`src/rtl/frame_sum_accumulator.sv`:
```
// Multi-channel frame accumulator: sums NUM_OF_LINES line sums per channel
// and presents one result per frame through a one-deep valid/ready register.
module frame_sum_accumulator #(
   parameter int LINE_SIZE    = 64,
   parameter int PIXEL_SIZE   = 8,
   parameter int NUM_OF_LINES = 8,
   parameter int NUM_CH       = 2,
   localparam int LSW = $clog2(LINE_SIZE) + 2 * PIXEL_SIZE,
   localparam int ASW = $clog2(NUM_OF_LINES) + LSW,
   localparam int CW  = $clog2(NUM_OF_LINES + 1)
) (
   input  logic                  CLK,
   input  logic                  reset,
   input  logic                  in_valid,
   output logic                  in_ready,
   input  logic [NUM_CH*LSW-1:0] line_sum,
   input  logic                  avg_mode,
   input  logic                  flush,
   output logic                  out_valid,
   input  logic                  out_ready,
   output logic [NUM_CH*ASW-1:0] frame_sum,
   output logic [CW-1:0]         line_cnt
);

   localparam int          SH   = $clog2(NUM_OF_LINES);
   localparam logic [CW-1:0] LAST = CW'(NUM_OF_LINES - 1);

   logic [CW-1:0]                line_cnt_q, line_cnt_d;
   logic                         mode_q, mode_d;
   logic                         out_valid_q, out_valid_d;
   logic [NUM_CH-1:0][ASW-1:0]   acc_q, acc_d;
   logic [NUM_CH-1:0][ASW-1:0]   frame_q, frame_d;
   logic [NUM_CH-1:0][ASW-1:0]   sum_w;
   logic                         first, last, accept;

   assign first    = (line_cnt_q == '0);
   assign last     = (line_cnt_q == LAST);
   assign in_ready = !(last && out_valid_q && !out_ready);
   assign accept   = in_valid && in_ready && !flush;

   // An empty accumulator (line_cnt==0) is reloaded rather than added to.
   always_comb begin
      for (int c = 0; c < NUM_CH; c++) begin
         sum_w[c] = {{(ASW-LSW){1'b0}}, line_sum[c*LSW +: LSW]};
         if (!first) begin
            sum_w[c] = acc_q[c] + sum_w[c];
         end
      end
   end

   always_comb begin
      line_cnt_d  = line_cnt_q;
      mode_d      = mode_q;
      out_valid_d = out_valid_q;
      acc_d       = acc_q;
      frame_d     = frame_q;
      if (out_ready) begin
         out_valid_d = 1'b0;
      end
      if (flush) begin
         line_cnt_d = '0;
      end else if (accept) begin
         acc_d = sum_w;
         if (first) begin
            mode_d = avg_mode;
         end
         if (last) begin
            for (int c = 0; c < NUM_CH; c++) begin
               frame_d[c] = mode_q ? (sum_w[c] >> SH) : sum_w[c];
            end
            out_valid_d = 1'b1;
            line_cnt_d  = '0;
         end else begin
            line_cnt_d = line_cnt_q + CW'(1);
         end
      end
   end

   always_ff @(posedge CLK) begin
      if (!reset) begin
         line_cnt_q  <= '0;
         mode_q      <= 1'b0;
         out_valid_q <= 1'b0;
         acc_q       <= '0;
         frame_q     <= '0;
      end else begin
         line_cnt_q  <= line_cnt_d;
         mode_q      <= mode_d;
         out_valid_q <= out_valid_d;
         acc_q       <= acc_d;
         frame_q     <= frame_d;
      end
   end

   assign out_valid = out_valid_q;
   assign frame_sum = frame_q;
   assign line_cnt  = line_cnt_q;

endmodule

```
`config.mk`:
```
export PLATFORM = sky130hd
export DESIGN_NAME = frame_sum_accumulator
export DESIGN_NICKNAME = d
export VERILOG_FILES = /design/src/rtl/frame_sum_accumulator.sv
export SDC_FILE = /design/constraint.sdc
export NUM_CORES = 1
export LEC_CHECK = 0
export BUFFER_PORTS_ARGS = -buffer_cell sky130_fd_sc_hd__buf_2
export CAP_MARGIN = 0
export CORE_ASPECT_RATIO = 1.2
export CORE_MARGIN = 10
export CORE_UTILIZATION = 53
export DETAILED_ROUTE_END_ITERATION = 8
export PLACE_DENSITY = 0.81
export SETUP_SLACK_MARGIN = 0.05
export SLEW_MARGIN = 20
export SYNTH_ARGS = -nofsm -noshare
export SYNTH_HDL_FRONTEND = slang
export SYNTH_SLANG_ARGS = --single-unit
```
`constraint.sdc`:
```
create_clock -name CLK -period 3.1 [get_ports CLK]
set_clock_uncertainty 0.2 [all_clocks]
set_input_delay 0.155 -clock CLK [delete_from_list [all_inputs] [get_ports CLK]]
set_output_delay 0.155 -clock CLK [all_outputs]
set_load 0.1 [all_outputs]
```
# After elaboration in Yosys (flattened, before gate mapping)
# Index checks and enable logic that the tools add are counted.
[word_totals]
reg_bits = 106
latchBits = 0
ramBits = 0
rom_bits = 0
in_bits = 50
out_inout_bits = 56
elab_cells = 34
memories = 0
[classes]
n_addsub = 3
n_mul = 0
div_mod_pow = 0
n_lt_le_gt_ge = 0
eq_ne = 1
shift = 0
muxes = 9
n_bitwise = 2
n_reduce_logical = 12
[op_table]
columns = ["operator", "n"]
rows = [
  ["25-bit 2-to-1 mux", 4],
  ["25-bit by 22-bit adder with 25-bit output", 2],
  ["3-bit AND reduction", 2],
  ["4-bit by 1-bit adder with 4-bit output, second input constant", 1],
  ["4-bit by 3-bit == test with 1-bit output, second input constant", 1],
  ["1-bit logical AND", 4],
  ["4-bit zero test", 1],
  ["1-bit 2-to-1 mux", 4],
  ["4-bit 2-to-1 mux", 1],
  ["1-bit zero test", 3],
  ["1-bit NOT", 2],
  ["2-bit AND reduction", 1],
  ["2-bit OR reduction", 1],
]

# Logic depth before layout (Yosys ltp)
# Gate-level depths: netlist (run 1).
[depth]
ltp_word = 8
depth_mapped = 11
depth_no_buf = 10

# Worst setup path before layout (run 1)
# OpenSTA, ideal clock, no wires.
[synth_timing]
path_type = "register to register"
startpoint = "register line_cnt_q[0] (netlist: line_cnt[0])"
endpoint = "register frame_q, in the netlist frame_sum[47]"
setup_time_ns = 0.068
t_arrival_ns = 3.418
t_required_ns = 2.832
setup_slack_ns = -0.587
path_stages_with_launch = 11
path_buffers = 2
synth_period_minus_slack_ns = 3.687
path_cell_list = "dfxtp_1 -> ha_1 -> and3b_1 -> nand2_1 -> nand2_1 -> nor2_1 -> nand2_1 -> clkbuf_1 -> buf_1 -> a22oi_1 -> nor2_1"
[synth_between]
elab_chain_cells = 7
elab_cells_between_ends = 10
classes_between = "1 x eq/ne; 2 x mux; 7 x reduce/logical"
[synth_lines]
columns = ["element", "line", "text"]
rows = [
  ["from (decl)", "28", "logic [CW-1:0] line_cnt_q, line_cnt_d;"],
  ["from (signal assigned)", "87", "line_cnt_q <= line_cnt_d;"],
  ["4-bit by 3-bit == test with 1-bit output", "37", "assign last = (line_cnt_q == LAST);"],
  ["1-bit logical AND (2 in series)", "38", "assign in_ready = !(last && out_valid_q && !out_ready);"],
  ["1-bit zero test", "38", ""],
  ["net in_ready", "15", "output logic in_ready,"],
  ["1-bit logical AND (2 in series)", "39", "assign accept = in_valid && in_ready && !flush;"],
  ["3-bit AND reduction (no source line)", "--", ""],
  ["to (signal assigned)", "91", "frame_q <= frame_d;"],
  ["to (decl)", "32", "logic [NUM_CH-1:0][ASW-1:0] frame_q, frame_d;"],
]
# The timed path passes the listed nets, and every way through them passes these cells.
# A chain may end at the register's enable or synchronous reset.

# Worst setup path in the final report (run 1)
[layout_timing]
startpoint = "register acc_q[25] in the netlist's numbering"
endpoint = "register acc_q[45] in the netlist's numbering"
[layout_between]
elab_chain_cells = 2
[layout_lines]
columns = ["element", "line", "text"]
rows = [
  ["from (decl)", "31", "logic [NUM_CH-1:0][ASW-1:0] acc_q, acc_d;"],
  ["from (signal assigned)", "84", "acc_q <= '0;"],
  ["from (signal assigned)", "90", "acc_q <= acc_d;"],
  ["25-bit by 22-bit adder with 25-bit output", "46", "sum_w[c] = acc_q[c] + sum_w[c];"],
  ["25-bit 2-to-1 mux", "45", "if (!first) begin"],
]
# No other way between the ends.

==> results of run 1 <==
## final cells by class
| cell class | instances | share of cell area |
|---|---|---|
| clock inverters | 2 | 0.001193 |
| clock buffers | 13 | 0.03341 |
| flip-flops and latches | 106 | 0.2538 |
| inverters | 11 | 0.004922 |
| multi-input cells | 739 | 0.5817 |
| well taps | 168 | 0.02506 |
| repair buffers | 140 | 0.09993 |
## state kept, by name (all words and copies together) (netlist names)
register,cells
acc_q,50
out_valid,1
mode_q,1
frame_sum,50
line_cnt,4
## how the worst max path moves through the flow
stage / start / to / slack (ps)
floorplan: line_cnt[0]$_SDFFE_PP0P_ / frame_sum[43]$_SDFFE_PN0P_ / 70
global placement: acc_q[25]$_SDFFE_PN0P_ / frame_sum[42]$_SDFFE_PN0P_ / 10
CTS: acc_q[25]$_SDFFE_PN0P_ / frame_sum[42]$_SDFFE_PN0P_ / 20
global route: acc_q[25]$_SDFFE_PN0P_ / frame_sum[42]$_SDFFE_PN0P_ / -3
detailed placement: acc_q[25]$_SDFFE_PN0P_ / frame_sum[42]$_SDFFE_PN0P_ / -30
finish: acc_q[25]$_SDFFE_PN0P_ / acc_q[45]$_SDFFE_PN0P_ / 160
## cell families after synthesis
kind of cell,after synthesis,share of synthesized area
buffers and inverters,70,0.04041
adder cells (fa/ha/maj),48,0.08606
XOR/XNOR,31,0.03796
multiplexers,24,0.03428
AND/OR/NAND/NOR,322,0.2150
AO/OA/AOI/OAI,314,0.2897
flip-flops,106,0.2967
## cell usage after synthesis, drive strengths merged (3+ instances only)
master	n	area [sq um]
ha	46	575.6
o21bai	8	60.06
a31oi	10	62.56
clkbuf	45	168.9
a21oi	84	420.4
o31ai	4	30.03
nand3	30	150.1
and2	9	56.30
or3	4	25.02
dfxtp	106	2122
nand2b	6	37.54
a211oi	53	420.4
a32o	7	70.07
xnor2	22	192.7
xor2	9	78.83
nor3	24	125.1
nor2	93	349.1
nor2b	5	31.28
buf	13	70.07
nand4	4	25.02
nand2	97	366.6
and3	12	76.33
a21boi	5	37.54
and3b	3	26.28
mux2i	20	200.2
inv	11	41.29
o211ai	17	127.6
o221ai	7	61.31
nor4b	4	35.03
o311ai	3	26.28
or2	4	25.03
mux2	4	45.04
nand3b	6	45.04
o21a	11	82.58
a21o	14	106.4
nor4	5	31.28
a211o	6	52.55
o21ai	66	337.8
nor3b	10	75.07
a22oi	5	37.54
## stage by stage
step	cell area (sq um)	setup slack, ps
3_5_place_dp	7905	-32.93
4_1_cts	8263	16.99
6_report	8389	158.8
5_1_grt	8389	-2.795
2_1_floorplan	7162	68.31
3_3_place_gp	7905	12.38
## power groups by stage
stage	combinational [mW]	clock, mW	sequential [mW]
2_1_floorplan	0.587	0	1.45
3_3_place_gp	0.788	0	1.45
3_5_place_dp	0.804	0	1.45
4_1_cts	0.818	1.15	1.42
5_1_grt	0.948	1.20	1.43
6_report	0.863	1.15	1.42
## what timing repair did
item,4_1_cts,5_1_grt
pin swaps,3,13
resized for setup,2,23
buffers inserted,1,2
endpoints found under the hold margin,6,0
setup endpoints to repair,8,34
hold buffers,5,0
## per-layer routing
| layer | vias up | GRT usage |
|---|---|---|
| met3 | 64 | 0.02700 |
| met1 | 3515 | 0.2659 |
| met4 | 0 | 0.1089 |
| li1 | 3572 | - |
| met5 | - | 0 |
| met2 | 298 | 0.3992 |
## worst min-delay path, stage by stage
cell and delay (ps):
buf_2 110, nand2_1 50, o21ai_1 90, nand2_1 70
a21oi_1 50
==> flow_summary.json, run 1 <==
{
  "viasPerCell": 6.318,
  "path_max_fanout": 4,
  "r2r_end": "acc_q[45]$_SDFFE_PN0P_",
  "routed_wirelength_um": 22130,
  "required_ps": 3200,
  "crit_type": "reg -> reg",
  "crit_cells": 10,
  "dieArea_sq_um": 18560,
  "min_to": "frame_sum[11]$_SDFFE_PN0P_",
  "drtAntennaViolNets": 0,
  "dr_wl_met2_um": 11030,
  "r2r-start": "acc_q[25]$_SDFFE_PN0P_",
  "ir_drop_v": 0.0002707,
  "dp_hpwl_um": 15370,
  "hold_path.class": "in -> reg",
  "cts.clk_slew.worst_paths_ps": 70,
  "tns_ps": 0,
  "clk_latency_ps": 360,
  "track_usage": 0.2270,
  "syn_avg_cell_area_sq_um": 7.818,
  "drive_gt1_frac": 0.1949,
  "grt_antenna_before_repair": 0,
  "setup_viol": 0,
  "die_w_um": 126.1,
  "pwr-share-seq": 0.415,
  "crit_arrival_ps": 3040,
  "grt_pass1_vias": 7078,
  "relSlewSlack": 0.2507,
  "layout.cells.non_filler": 1179,
  "routed.top_layer": "met4",
  "fmaxAchievable_mhz": 340.0,
  "clockBufferDepth": 2,
  "p_per_area_nw_per_um2": 409.4,
  "cp_num_buf_inv": 0,
  "whs_path_depth": 5,
  "drv_cap": 0,
  "cts_tree": "yes",
  "synthFlopType": "dfxtp_1",
  "port_buffers": 105,
  "synthCells": 915,
  "num_rows": 46,
  "status": "finished, final reports clean",
  "r2r_slack_ps": 160,
  "gp_congestion": 0.9672,
  "p_comb_frac": 0.251,
  "rsz0062_at_grt": "yes",
  "ys_seq_area_frac": 0.2967,
  "synth.distinct_cells": 72,
  "min-delay-start": "line_sum[14]",
  "die_h_um": 147.3,
  "antenna_cells": 0,
  "p_leak_nw": 3.560,
  "seq_area_sq_um": 2130,
  "drc": 0,
  "hold_ws_ps": 9.842,
  "grt_max_degree": 59,
  "final_util": 0.6337,
  "nFillCells": 1171,
  "p_sw_mw": 1.061,
  "total_power_mw": 3.435,
  "fin_nets": 1105,
  "tightest_slew_ps": 1122,
  "wl_met1_um": 8986,
  "synth-edff-count": 0,
  "post-place-cells": 1156,
  "cp_slowest_stage_delay_ps": 490,
  "synthArstFlopShare": 0,
  "finalCritPeriodShare": 0.9488,
  "cts-root-buf": "clkbuf_16",
  "overflow": 0,
  "syn_area_sq_um": 7153,
  "drt-initial-drc-count": 660,
  "start_util": 0.5404,
  "cp_top_family": "compound AO/OA/AOI/OAI gates",
  "dr.pass1.iters": 5,
  "io_pins": 106,
  "ys_ff_latch": 106,
  "drv_slew": 0,
  "rr_worst_depth": 10,
  "cts_sinks": 106,
  "min_period_ps": 2941,
  "wl_per_cell_um": 18.77,
  "yosys_warnings": 0,
  "multi_input_area_sq_um": 4880,
  "clock_power_share": 0.334,
  "syn2layout_area_growth_pct": 17.28,
  "cts_made_buffers": 9,
  "grt_pass1_wl_um": 35260,
  "endpoint_kind": "flip-flop",
  "synth_nets": 1013,
  "startpoint_type": "flip-flop",
  "htree_num_levels": 3,
  "path_cells": "ha_4 -> fa_2 -> a211oi_4 -> o21ai_2 -> a211oi_4 -> o21ai_2 -> or4b_4 -> a41o_1 -> o21a_1 -> nor2_1",
  "routed-wl-met3_um": 1345,
  "cpMaxStageDelayCell": "or4b_4",
  "hold_viol_final": 0,
  "swShare": 0.3090,
  "p_int_mw": 2.373,
  "mostFrequentLayoutCells": "buf_2, dfxtp_1, nand2_1, nor2_1, a21oi_1",
  "final_common_cell": "buf_2",
  "vias": 7449,
  "coreArea_sq_um": 13240
}
(Power assumes the default switching activity.)
==> run 2, diff against run 1 <==
--- a/config.mk
+++ b/config.mk
@@ -12,6 +12,7 @@
 export CORE_UTILIZATION = 53
 export DETAILED_ROUTE_END_ITERATION = 8
 export PLACE_DENSITY = 0.81
+export RECOVER_POWER = 50
 export SETUP_SLACK_MARGIN = 0.05
 export SLEW_MARGIN = 20
 export SYNTH_ARGS = -nofsm -noshare
==> run 2 against run 1 <==
Compared with the run above:
- cell count is the same
- sequential share of layout area is 0.26 points higher
- hold slack worse by 3.2 ps
- combinational power barely moved
- total power decreased by 0.18%
- first-iteration DRC count fell by 1.7%
- setup slack worse by 2.1 ps
- critical path type unchanged
==> flow_summary.json, run 2 (same netlist as run 1, synthesis figures left out) <==
{
  "status": "finished, final reports clean",
  "grt_pass1_wl_um": 35260,
  "cts.clk_slew.worst_paths_ps": 70,
  "cp_num_buf_inv": 0,
  "vias": 7438,
  "drc": 0,
  "ir_drop_v": 0.0002700,
  "port_buffers": 105,
  "rsz0062_at_grt": "yes",
  "viasPerCell": 6.309,
  "rr_worst_depth": 10,
  "min_period_ps": 2943,
  "mostFrequentLayoutCells": "dfxtp_1, nand2_1, nor2_1, a21oi_1, clkbuf_1",
  "p_leak_nw": 3.306,
  "cts_made_buffers": 9,
  "grt_pass1_vias": 7078,
  "r2r_slack_ps": 160,
  "path_max_fanout": 4,
  "path_cells": "ha_4 -> fa_2 -> a211oi_4 -> o21ai_2 -> a211oi_4 -> o21ai_2 -> or4b_4 -> a41o_1 -> o21a_1 -> nor2_1",
  "hold_path.class": "in -> reg",
  "io_pins": 106,
  "post-place-cells": 1156,
  "routed_wirelength_um": 22120,
  "coreArea_sq_um": 13240,
  "r2r_end": "acc_q[45]$_SDFFE_PN0P_",
  "cts_tree": "yes",
  "relSlewSlack": 0.1726,
  "grt_antenna_before_repair": 0,
  "drtAntennaViolNets": 0,
  "setup_viol": 0,
  "cp_slowest_stage_delay_ps": 490,
  "drt-initial-drc-count": 649,
  "hold_ws_ps": 6.641,
  "global_route.usage.met1": 0.2659,
  "nFillCells": 1197,
  "min_to": "frame_sum[34]$_SDFFE_PN0P_",
  "r2r-start": "acc_q[25]$_SDFFE_PN0P_",
  "crit_type": "reg -> reg",
  "cpMaxStageDelayCell": "or4b_4",
  "cts_sinks": 106,
  "hold_viol_final": 0,
  "dr.pass1.iters": 5,
  "min-delay-start": "line_sum[34]",
  "syn2layout_area_growth_pct": 16.02,
  "grt_use_met3": 0.02700,
  "grt_busiest_layer": "met2",
  "p_per_area_nw_per_um2": 413.1,
  "grt_use_met2": 0.3992,
  "gp_congestion": 0.9672,
  "dieArea_sq_um": 18560,
  "finalCritPeriodShare": 0.9494,
  "antenna_cells": 0,
  "clockBufferDepth": 2,
  "startpoint_type": "flip-flop",
  "seq_area_sq_um": 2128,
  "grt_max_degree": 59,
  "cp_top_family": "compound AO/OA/AOI/OAI gates",
  "fin_nets": 1105,
  "die_h_um": 147.3,
  "endpoint_kind": "flip-flop",
  "start_util": 0.5404,
  "whs_path_depth": 3,
  "required_ps": 3200,
  "multi_input_area_sq_um": 4872,
  "tightest_slew_ps": 1247,
  "die_w_um": 126.1,
  "cts-root-buf": "clkbuf_16",
  "dp_hpwl_um": 15370,
  "final_common_cell": "dfxtp_1",
  "overflow": 0,
  "drive_gt1_frac": 0.1355,
  "track_usage": 0.2270,
  "crit_path_start": "acc_q[25]$_SDFFE_PN0P_",
  "drv_cap": 0,
  "crit_arrival_ps": 3040,
  "num_rows": 46,
  "htree_num_levels": 3,
  "clk_latency_ps": 360,
  "drv_slew": 0,
  "wl_per_cell_um": 18.76,
  "layout.cells.non_filler": 1179,
  "fmaxAchievable_mhz": 339.8
}
run 2: where the power goes:
group,switching [mW],internal (mW),total (mW)
logic,0.516,0.345,0.861
clock network,0.516,0.626,1.14
registers,0.0240,1.40,1.42
run 2: layout make-up:
type                       count  share of cell area
timing repair buffer         140             0.09121
inverter                      11            0.004975
clock buffer                  13             0.03377
multi-input combinational    739              0.5871
sequential                   106              0.2564
clock inverter                 2            0.001206
tap                          168             0.02533
run 2: per-stage QoR:
stage / utilization / instance area, sq um / power [mW] / worst slack (ps) / setup TNS (ps)
after floorplan: - / 7162 / 2.040 / 68.31 / 0
after global placement: 0.5972 / 7905 / 2.241 / 12.38 / 0
after detailed placement: 0.5972 / 7905 / 2.258 / -32.93 / -32.93
after CTS: 0.6242 / 8263 / 3.397 / 16.99 / 0
after global routing: 0.6269 / 8299 / 3.579 / -2.795 / -2.795
final: 0.6269 / 8299 / 3.429 / 156.7 / 0
run 2: tightest hold or removal path, delay by kind of cell:
family          cells  cell delay (ps)
mux                 1              100
compound gates      1              170
buf+inv             1              110
run 2: metal layers:
| metal | part of all wire | vias up |
|---|---|---|
| li1 | - | 3571 |
| met5 | 0 | - |
| met1 | 0.40 | 3517 |
| met2 | 0.50 | 297 |
| met3 | 0.063 | 53 |
| met4 | 0.029 | 0 |
run 2: worst max-delay path by stage:
stage / cells past startpoint / slack [ps] / end
after floorplan: 10 / 70 / frame_sum[43]$_SDFFE_PN0P_
after global placement: 10 / 10 / frame_sum[42]$_SDFFE_PN0P_
after detailed placement: 10 / -30 / frame_sum[42]$_SDFFE_PN0P_
after CTS: 10 / 20 / frame_sum[42]$_SDFFE_PN0P_
after global routing: 10 / -3 / frame_sum[42]$_SDFFE_PN0P_
final: 10 / 160 / acc_q[45]$_SDFFE_PN0P_
run 2: repair_timing:
| action | in CTS | in global routing |
|---|---|---|
| setup endpoints to repair | 8 | 34 |
| hold endpoints to repair | 6 | 0 |
| gates cloned | 0 | 0 |
| pin swaps | 3 | 13 |
| buffers inserted | 1 | 2 |
| hold buffers | 5 | 0 |
| resized for setup | 2 | 23 |
==> run 3, diff against run 2 <==
--- a/config.mk
+++ b/config.mk
@@ -8,7 +8,6 @@
 export BUFFER_PORTS_ARGS = -buffer_cell sky130_fd_sc_hd__buf_2
 export CAP_MARGIN = 0
 export CORE_ASPECT_RATIO = 1.2
-export CORE_MARGIN = 10
 export CORE_UTILIZATION = 53
 export DETAILED_ROUTE_END_ITERATION = 8
 export PLACE_DENSITY = 0.81
==> run 3 against run 2 <==
Compared with the run above:
- the flow now finishes with violations (hold timing)
- routed wire length is 6.7% lower
- non-clock buffer count shrank 2
- setup slack lost 77 ps
- die area down 25%
- first-iteration DRC count decreased by 40%
- cell count is 0.25% lower
- final area about the same
- fmax is 2.5% lower
- sequential cell count stayed put
- largest cell class unchanged
- largest power group unchanged
==> flow_summary.json, run 3 (same netlist as run 1, synthesis figures left out) <==
{
  "status": "finished with violations",
  "violations": "hold timing",
  "drt-initial-drc-count": 391,
  "seq_area_sq_um": 2128,
  "path_cells": "ha_4 -> fa_2 -> a211oi_4 -> o21ai_2 -> a211oi_4 -> o21ai_2 -> or4b_4 -> nand2_1 -> and3b_1 -> o41ai_2",
  "pre_cts_slack_ps": 30.22,
  "setup_ws_ps": 79.91,
  "min_period_ps": 3020,
  "die_h_um": 129.3,
  "cts_made_buffers": 9,
  "vias": 7324,
  "num_rows": 46,
  "tns_ps": 0,
  "clk_latency_ps": 360,
  "min-delay-start": "flush",
  "tightest_slew_ps": 1244,
  "final_util": 0.6294,
  "r2r-start": "acc_q[25]$_SDFFE_PN0P_",
  "p_leak_nw": 3.294,
  "dieArea_sq_um": 13970,
  "routed_wirelength_um": 20650,
  "r2r_slack_ps": 80,
  "crit_path_start": "acc_q[25]$_SDFFE_PN0P_",
  "clockBufferDepth": 2,
  "total_power_mw": 3.454,
  "ir_drop_v": 0.0002423,
  "fin_nets": 1103,
  "design_area_sq_um": 8295,
  "wl_per_cell_um": 17.56,
  "drv_slew": 0,
  "drive_gt1_frac": 0.1319,
  "port_buffers": 105,
  "die_w_um": 108.1,
  "dr.pass1.iters": 8,
  "setup_viol": 0,
  "relSlewSlack": 0.1743,
  "required_ps": 3160,
  "layout.cells.non_filler": 1176,
  "min_to": "line_cnt[2]$_SDFFE_PP0P_",
  "antenna_cells": 0,
  "overflow": 0,
  "startpoint_type": "flip-flop",
  "final_common_cell": "dfxtp_1",
  "endpoint_kind": "flip-flop",
  "cp_slowest_stage_delay_ps": 500,
  "grt_max_degree": 59,
  "grt_pass1_wl_um": 32140,
  "start_util": 0.5427,
  "drv_cap": 0,
  "crit_arrival_ps": 3080,
  "hold_path.class": "in -> reg",
  "cts_sinks": 106,
  "syn2layout_area_growth_pct": 15.97,
  "track_usage": 0.2915,
  "grt_pass1_vias": 6794,
  "multi_input_area_sq_um": 4882,
  "r2r_end": "frame_sum[42]$_SDFFE_PN0P_",
  "hold_ws_ps": -5.429,
  "p_per_area_nw_per_um2": 416.4,
  "post-place-cells": 1152,
  "path_max_fanout": 3,
  "viasPerCell": 6.228,
  "whs_path_depth": 3,
  "fmaxAchievable_mhz": 331.1,
  "finalCritPeriodShare": 0.9742,
  "cpMaxStageDelayCell": "or4b_4",
  "place_area_sq_um": 7863,
  "htree_num_levels": 3,
  "coreArea_sq_um": 13180,
  "dp_hpwl_um": 14060,
  "gp_congestion": 0.9256,
  "drc": 0,
  "hold_viol_final": 2,
  "crit_type": "reg -> reg",
  "drtAntennaViolNets": 0,
  "cts_tree": "yes",
  "io_pins": 106,
  "grt_antenna_before_repair": 0,
  "mostFrequentLayoutCells": "dfxtp_1, nand2_1, nor2_1, a21oi_1, clkbuf_1",
  "cts-root-buf": "clkbuf_16",
  "nFillCells": 1192,
  "cts.clk_slew.worst_paths_ps": 70,
  "rr_worst_depth": 10,
  "rsz0062_at_grt": "yes"
}
==> run 3: cell types whose count changed in the layout (fill, tap and decap cells not counted), moves of 2 or more <==
cell,previous run,this run
buf_4,23,19
nor3_1,22,19
nor3_2,1,4
buf_6,0,2
clkbuf_8,4,2
==> run 3: worst max path at each step <==
stage	end	slack (ps)	depth (start not counted)
6_report	frame_sum[42]$_SDFFE_PN0P_	80	10
5_1_grt	acc_q[16]$_SDFFE_PN0P_	-50	9
4_1_cts	frame_sum[42]$_SDFFE_PN0P_	70	10
3_5_place_dp	frame_sum[43]$_SDFFE_PN0P_	30	11
3_3_place_gp	frame_sum[42]$_SDFFE_PN0P_	70	10
2_1_floorplan	frame_sum[43]$_SDFFE_PN0P_	70	10
==> run 3: final cells by class <==
type / instances / area share
clock buffers: 11 / 0.03047
clock inverters: 3 / 0.004827
inverters: 11 / 0.004977
multi-input cells: 739 / 0.5885
flip-flops and latches: 106 / 0.2566
well taps: 168 / 0.02534
repair buffers: 138 / 0.08929
==> run 3: where the power goes <==
part / switching, mW / leakage, nW / internal, mW / total, mW
combinational: 0.507 / 2.28 / 0.339 / 0.845
sequential: 0.0254 / 0.864 / 1.40 / 1.43
clock: 0.523 / 0.147 / 0.660 / 1.18
==> run 3: repair_timing <==
item / CTS / global route
hold buffers: 6 / 0
gates cloned: 0 / 0
pin swaps: 2 / 14
endpoints found under the hold margin: 6 / 0
setup endpoints to repair: 9 / 30
gates resized for setup: 3 / 24
buffers inserted: 1 / 3
==> run 3: critical path, delay by kind of cell (launching register included) <==
kind,cells,cell delay [ps]
flops,1,340
fa+ha+maj,2,590
simple gates,3,760
compound gates,5,1040
==> run 3: metal layers <==
metal  track usage  vias to the layer above  part of all wire
met5             0                        -                 0
met4        0.1273                        0             0.031
met3       0.04779                       51             0.068
met2        0.4934                      284              0.49
met1        0.3636                     3433              0.41
li1              -                     3556                 -
